**src/rtl/cpu_bus_arbiter_pkg.sv**
```systemverilog
// Shared types for the CPU bus arbiter: arbiter state encoding, requester
// port identifiers, the abort read value and the tie-break helper.
package cpu_bus_arbiter_pkg;

    // Arbiter control states.
    typedef enum logic [1:0] {
        ST_IDLE    = 2'd0,
        ST_GRANT_I = 2'd1,
        ST_GRANT_D = 2'd2,
        ST_RELEASE = 2'd3
    } arb_state_t;

    // Requester port identifiers.
    typedef enum logic {
        PORT_I = 1'b0,
        PORT_D = 1'b1
    } port_sel_t;

    // Read data returned to a requester whose transfer was aborted.
    localparam logic [31:0] ABORT_RDATA = 32'hFFFF_FFFF;

    // Choose the winning port among the active requests. On a tie the port
    // that was not served last wins. With no request the result is unused.
    function automatic port_sel_t pick_port(
        input logic      i_req,
        input logic      d_req,
        input port_sel_t last
    );
        port_sel_t sel;
        sel = PORT_I;
        if (i_req && d_req) begin
            sel = (last == PORT_I) ? PORT_D : PORT_I;
        end else if (d_req) begin
            sel = PORT_D;
        end else begin
            sel = PORT_I;
        end
        return sel;
    endfunction

endpackage

```
**src/rtl/cpu_bus_arbiter.sv**
```systemverilog
// Two-port (instruction / data) arbiter onto a single request/ready bus.
// One transfer at a time; fair tie-break by last-served port; a bounded
// wait counter aborts a transfer the bus never acknowledges.
module cpu_bus_arbiter
    import cpu_bus_arbiter_pkg::*;
#(
    parameter int unsigned TIMEOUT = 1023
) (
    input  logic        i_clock,
    input  logic        i_reset,
    // Instruction port
    input  logic        i_i_rw,
    input  logic        i_i_request,
    output logic        o_i_ready,
    input  logic [31:0] i_i_address,
    output logic [31:0] o_i_rdata,
    input  logic [31:0] i_i_wdata,
    // Data port
    input  logic        i_d_rw,
    input  logic        i_d_request,
    output logic        o_d_ready,
    input  logic [31:0] i_d_address,
    output logic [31:0] o_d_rdata,
    input  logic [31:0] i_d_wdata,
    // Shared bus
    output logic        o_bus_rw,
    output logic        o_bus_request,
    input  logic        i_bus_ready,
    output logic [31:0] o_bus_address,
    input  logic [31:0] i_bus_rdata,
    output logic [31:0] o_bus_wdata,
    // Timeout indication
    output logic        o_fault
);

    // Counter just wide enough to reach TIMEOUT, so it can never wrap.
    localparam int unsigned CNT_W = (TIMEOUT < 1) ? 1 : $clog2(TIMEOUT + 1);
    localparam logic [CNT_W-1:0] TIMEOUT_CNT = CNT_W'(TIMEOUT);

    arb_state_t        state_r;
    port_sel_t         last_grant_r;
    logic [CNT_W-1:0]  wait_cnt_r;

    port_sel_t         winner_s;
    logic              timeout_s;
    logic              finish_s;
    logic [31:0]       done_rdata_s;

    // Next winner, timeout detection and the data handed back on completion.
    always_comb begin
        winner_s     = pick_port(i_i_request, i_d_request, last_grant_r);
        timeout_s    = 1'b0;
        done_rdata_s = ABORT_RDATA;
        if (wait_cnt_r == TIMEOUT_CNT) begin
            timeout_s = 1'b1;
        end else begin
            timeout_s = 1'b0;
        end
        // A bus acknowledge in the timeout cycle still counts as a normal completion.
        if (i_bus_ready) begin
            done_rdata_s = i_bus_rdata;
        end else begin
            done_rdata_s = ABORT_RDATA;
        end
        finish_s = i_bus_ready | timeout_s;
    end

    // Arbiter FSM with all requester and bus outputs registered.
    always_ff @(posedge i_clock) begin
        if (!i_reset) begin
            state_r       <= ST_IDLE;
            last_grant_r  <= PORT_I;
            wait_cnt_r    <= '0;
            o_bus_request <= 1'b0;
            o_bus_rw      <= 1'b0;
            o_bus_address <= 32'h0000_0000;
            o_bus_wdata   <= 32'h0000_0000;
            o_i_ready     <= 1'b0;
            o_d_ready     <= 1'b0;
            o_i_rdata     <= 32'h0000_0000;
            o_d_rdata     <= 32'h0000_0000;
            o_fault       <= 1'b0;
        end else begin
            case (state_r)
                ST_IDLE: begin
                    if (i_i_request || i_d_request) begin
                        // Bus fields are latched here and held for the whole transfer.
                        wait_cnt_r    <= '0;
                        o_bus_request <= 1'b1;
                        if (winner_s == PORT_D) begin
                            state_r       <= ST_GRANT_D;
                            o_bus_rw      <= i_d_rw;
                            o_bus_address <= i_d_address;
                            o_bus_wdata   <= i_d_wdata;
                        end else begin
                            state_r       <= ST_GRANT_I;
                            o_bus_rw      <= i_i_rw;
                            o_bus_address <= i_i_address;
                            o_bus_wdata   <= i_i_wdata;
                        end
                    end else begin
                        state_r <= ST_IDLE;
                    end
                end

                ST_GRANT_I, ST_GRANT_D: begin
                    if (finish_s) begin
                        o_bus_request <= 1'b0;
                        o_fault       <= ~i_bus_ready;
                        state_r       <= ST_RELEASE;
                        if (state_r == ST_GRANT_I) begin
                            o_i_ready    <= 1'b1;
                            o_i_rdata    <= done_rdata_s;
                            last_grant_r <= PORT_I;
                        end else begin
                            o_d_ready    <= 1'b1;
                            o_d_rdata    <= done_rdata_s;
                            last_grant_r <= PORT_D;
                        end
                    end else begin
                        wait_cnt_r <= wait_cnt_r + CNT_W'(1);
                    end
                end

                ST_RELEASE: begin
                    // One dead cycle lets the served requester drop its request.
                    o_i_ready <= 1'b0;
                    o_d_ready <= 1'b0;
                    o_fault   <= 1'b0;
                    state_r   <= ST_IDLE;
                end

                default: begin
                    state_r       <= ST_IDLE;
                    o_bus_request <= 1'b0;
                    o_i_ready     <= 1'b0;
                    o_d_ready     <= 1'b0;
                    o_fault       <= 1'b0;
                end
            endcase
        end
    end

endmodule

```
**config.mk**
```make
export PLATFORM = sky130hd
export DESIGN_NAME = cpu_bus_arbiter
export DESIGN_NICKNAME = d
export VERILOG_FILES = /design/src/rtl/cpu_bus_arbiter_pkg.sv /design/src/rtl/cpu_bus_arbiter.sv
export SDC_FILE = /design/constraint.sdc
export NUM_CORES = 1
export LEC_CHECK = 0
export CAP_MARGIN = 20
export CORE_ASPECT_RATIO = 1.5
export CORE_MARGIN = 2
export CORE_UTILIZATION = 40
export DETAILED_ROUTE_END_ITERATION = 8
export PLACE_DENSITY = 0.77
export SLEW_MARGIN = 20
export SYNTH_ARGS = -nofsm -noshare
export SYNTH_HDL_FRONTEND = slang
export SYNTH_SLANG_ARGS = --single-unit
```
**constraint.sdc**
```tcl
create_clock -name i_clock -period 2.4 [get_ports i_clock]
set_input_delay 0.48 -clock i_clock [delete_from_list [all_inputs] [get_ports i_clock]]
set_output_delay 0.48 -clock i_clock [all_outputs]
set_load 0.05 [all_outputs]
```
==> metrics.md <==
| Metric | Value |
|---|---|
| Hold-fix buffers at CTS | `0` |
| Post-CTS sizing | `0` |
| Vias | `5,663` |
| NumNets Final | `1,015` |
| First-pass GRT wire length | `30.1 mm` |
| Met1 usage | `0.270` |
| Final ANT Viol Nets | `0` |
| Post-Syn Nets | `738` |
| Fillers | `1,180` |
| Startpoint Class | `flip-flop` |
| Row count | `54` |
| Worst EP arrival | `2.49 ns` |
| Area occupied by multi-input gates | `2760 sq um` |
| TritonCTS buffer count | `17` |
| Outcome | `completed` |
| WS Path Type | `reg -> reg` |
| DP Worst Slack | `0.0846 ns` |
| TNS Setup | `0 ns` |
| Clock transition at path regs | `0.06 ns` |
| Max rail drop VDD | `647 uV` |
| Final period utilization | `0.915` |
| Post-Syn Area | `5960 sq um` |
| Worst slew pin tran | `0.683 ns` |
| Hold Path Class | `reg -> reg` |
| Ys flop type | `dfxtp_1` |
| Max clock buf depth | `2` |
| DIE HEIGHT | `154 um` |
| Post-layout min period | `2.19 ns` |
| DP Cell Count | `1,019` |
| Clock sinks | `146` |
| Fmax | `456 MHz` |
| Die Width | `104 um` |
| Post-DR vias/cell | `5.39` |
| Most Crowded Layer GR | `met2` |
| Pwr Total | `12.9 mW` |
| WHS Path Cells | `2` |
| Worst Hold Endpoint | `o_d_ready` |
| Ys Warns | `0` |
| Grt met2 use | `0.421` |
| Fin. Hold Viols | `0` |
| Area Overhead vs Synth | `63.3%` |
| Met3 usage | `0.0776` |
| Cells after synthesis | `565` |
| Routed WL | `19.2 mm` |
| CTS tree | `done` |
| Worst setup EP type | `flip-flop` |
| Reg2reg setup slack | `0.21 ns` |
| TritonRoute pass-1 iters | `4` |
| HPWL Detailed | `14.5 mm` |
| Slew margin rel. | `0.545` |
| Reg area | `2920 sq um` |
| Seq/Total Area, Yosys | `0.490` |
| DRC marker count from the first detailed-route iteration | `331` |
| Clock root cell | `clkbuf_16` |
| Initial antenna violation count | `0` |
| Cell taking the most area after synthesis | `dfxtp_1` |
| Worst path slowest cell | `ha_1` |
| Slew Limit Fails | `0` |
| N_diodes | `0` |
| CP Max Fanout | `13` |
| Clock Latency Late Sink | `0.42 ns` |
| Worst Path Required | `2.69 ns` |
| Post-CTS Setup Inserts | `0` |
| Seq cells post-synth | `146` |
| GRT overflow | `0` |
| Total Routing Usage GR | `0.238` |
| Setup ws final | `0.205 ns` |
| Post-layout util | `0.667` |
| RSZ-0062 raised after global routing | `no` |
| Reg-to-reg endpoint | `wait_cnt_r[8]` |
| Post-synth cell types | `49` |
| EDFF count, synth | `0` |
| Critical path, cell by cell | `inv_1 > ha_1 > nand2_1 > o211ai_1 > or2_1 > o311a_1` |
| Core Footprint | `14,600 sq um` |
| Max incr delay on CP | `0.47 ns` |
| Synth top area cells | `dfxtp_1 (49%), o221a_2 (12%), mux2i_1 (11%)` |
| Die ar. | `15,900 sq um` |
| Initial Util | `0.409` |
| H-tree depth | `4` |
| DRC viols | `0` |
| I/O pin cnt | `300` |
| Routability cong. | `0.824` |
| Layout cells sized above 1 | `0.142` |
| Clock Skew | `0.0133 ns` |
| Pwr dens | `1330 nW/um^2` |
| # port buffers | `299` |
| Setup-failing EPs final | `0` |
| Critical R2R Launch | `state_r[0]` |
| R2r worst-path depth | `6` |
| Post-Syn Area per Cell | `10.6 sq um` |
| Share of the synthesized area in the top cell type | `0.490` |
| Wirelength per Cell | `18.3 um` |
| Number of max-cap violations | `0` |
| Lkg Pwr | `3.74 nW` |
| HP Start | `o_d_ready` |
| Post-Layout Cell Count | `1,051` |
| Synth async-reset ratio | `0` |
| Largest net degree at the start of global routing | `79` |
| Number of global-route vias before repair | `5,642` |
| CP startpoint | `state_r[0]` |
==> kinds of logic (layout without fill, tap and decap cells) <==
group	count (synthesis)	in the layout	synth area share
AOI/OAI and AO/OA	168	168	0.249
and+or+nand+nor	113	113	0.0860
DFF	146	146	0.490
adders and majority gates	6	6	0.0126
buffers and inverters	66	356	0.0510
muxes	66	66	0.111
==> worst max path at each step <==
| stage | slack (ns) | to |
|---|---|---|
| 3_5_place_dp | 0.08 | wait_cnt_r[3] |
| 5_1_grt | 0.05 | wait_cnt_r[8] |
| 2_1_floorplan | 0.51 | wait_cnt_r[8] |
| 6_report | 0.21 | wait_cnt_r[8] |
| 3_3_place_gp | 0.16 | o_bus_wdata[11] |
| 4_1_cts | 0.20 | o_bus_address[7] |
==> report_power, final <==
part / switching [mW] / internal [mW]
registers: 0.407 / 3.16
logic: 4.33 / 2.38
clock network: 1.07 / 1.58
total: 5.81 / 7.12
==> stage by stage <==
| stage | hold WS [ns] | instance area, sq um |
|---|---|---|
| floorplan | 0.470 | 5960 |
| global placement | 0.459 | 9140 |
| detailed placement | 0.465 | 9140 |
| CTS | 0.473 | 9740 |
| global route | 0.497 | 9740 |
| finish | 0.467 | 9740 |
==> cells in the final DEF (no fill, tap or decap), types with 9 or more instances in the layout <==
| cell | count |
|---|---|
| dfxtp_1 | 146 |
| clkbuf_16 | 17 |
| mux2i_1 | 66 |
| a211oi_1 | 65 |
| buf_4 | 9 |
| o221a_2 | 64 |
| a21oi_1 | 11 |
| clkdlybuf4s50_1 | 298 |
| nor2_1 | 69 |
| nand2_1 | 12 |
==> Yosys cell counts (all sizes together) (2+ instances only) <==
cell	number
nor3	7
or4	3
a21oi	11
o221a	65
o21ai	6
inv	9
buf	24
dfxtp	146
o21a	2
and4	4
o211ai	2
nand2	12
or3	2
ha	6
nor2	70
clkbuf	32
o31ai	2
a221oi	2
o311a	2
and3	2
a31oi	2
a211oi	65
mux2i	66
nand2b	2
nand3	6
==> flip-flops by register name, summed over array words and instances (netlist names), 2 cells and up <==
register,flops
o_bus_address,32
o_d_rdata,32
o_bus_wdata,32
state_r,2
wait_cnt_r,10
o_i_rdata,32
==> routing by layer <==
metal | vias to the layer above | routed length, um | share of wire
met2 | 293 | 9630 | 0.50
li1 | 2710 | - | -
met4 | 0 | 347 | 0.018
met5 | - | 0 | 0
met1 | 2635 | 7470 | 0.39
met3 | 25 | 1760 | 0.091
==> area by class of cell <==
| type | count | share of cell area |
|---|---|---|
| timing repair buffer | 314 | 0.326 |
| sequential | 146 | 0.300 |
| multi-input combinational | 353 | 0.284 |
| clock buffer | 19 | 0.0455 |
| tap | 196 | 0.0252 |
| clock inverter | 13 | 0.0155 |
| inverter | 10 | 0.00386 |
==> critical path, delay by kind of cell, from the launching register on <==
family                     cells  cell delay (ns)
adders and majority gates      1             0.47
AOI/OAI and AO/OA              2             0.60
buffers and inverters          1             0.09
and+or+nand+nor                2             0.54
DFF                            1             0.38
Power figures use the tool's default switching activity.
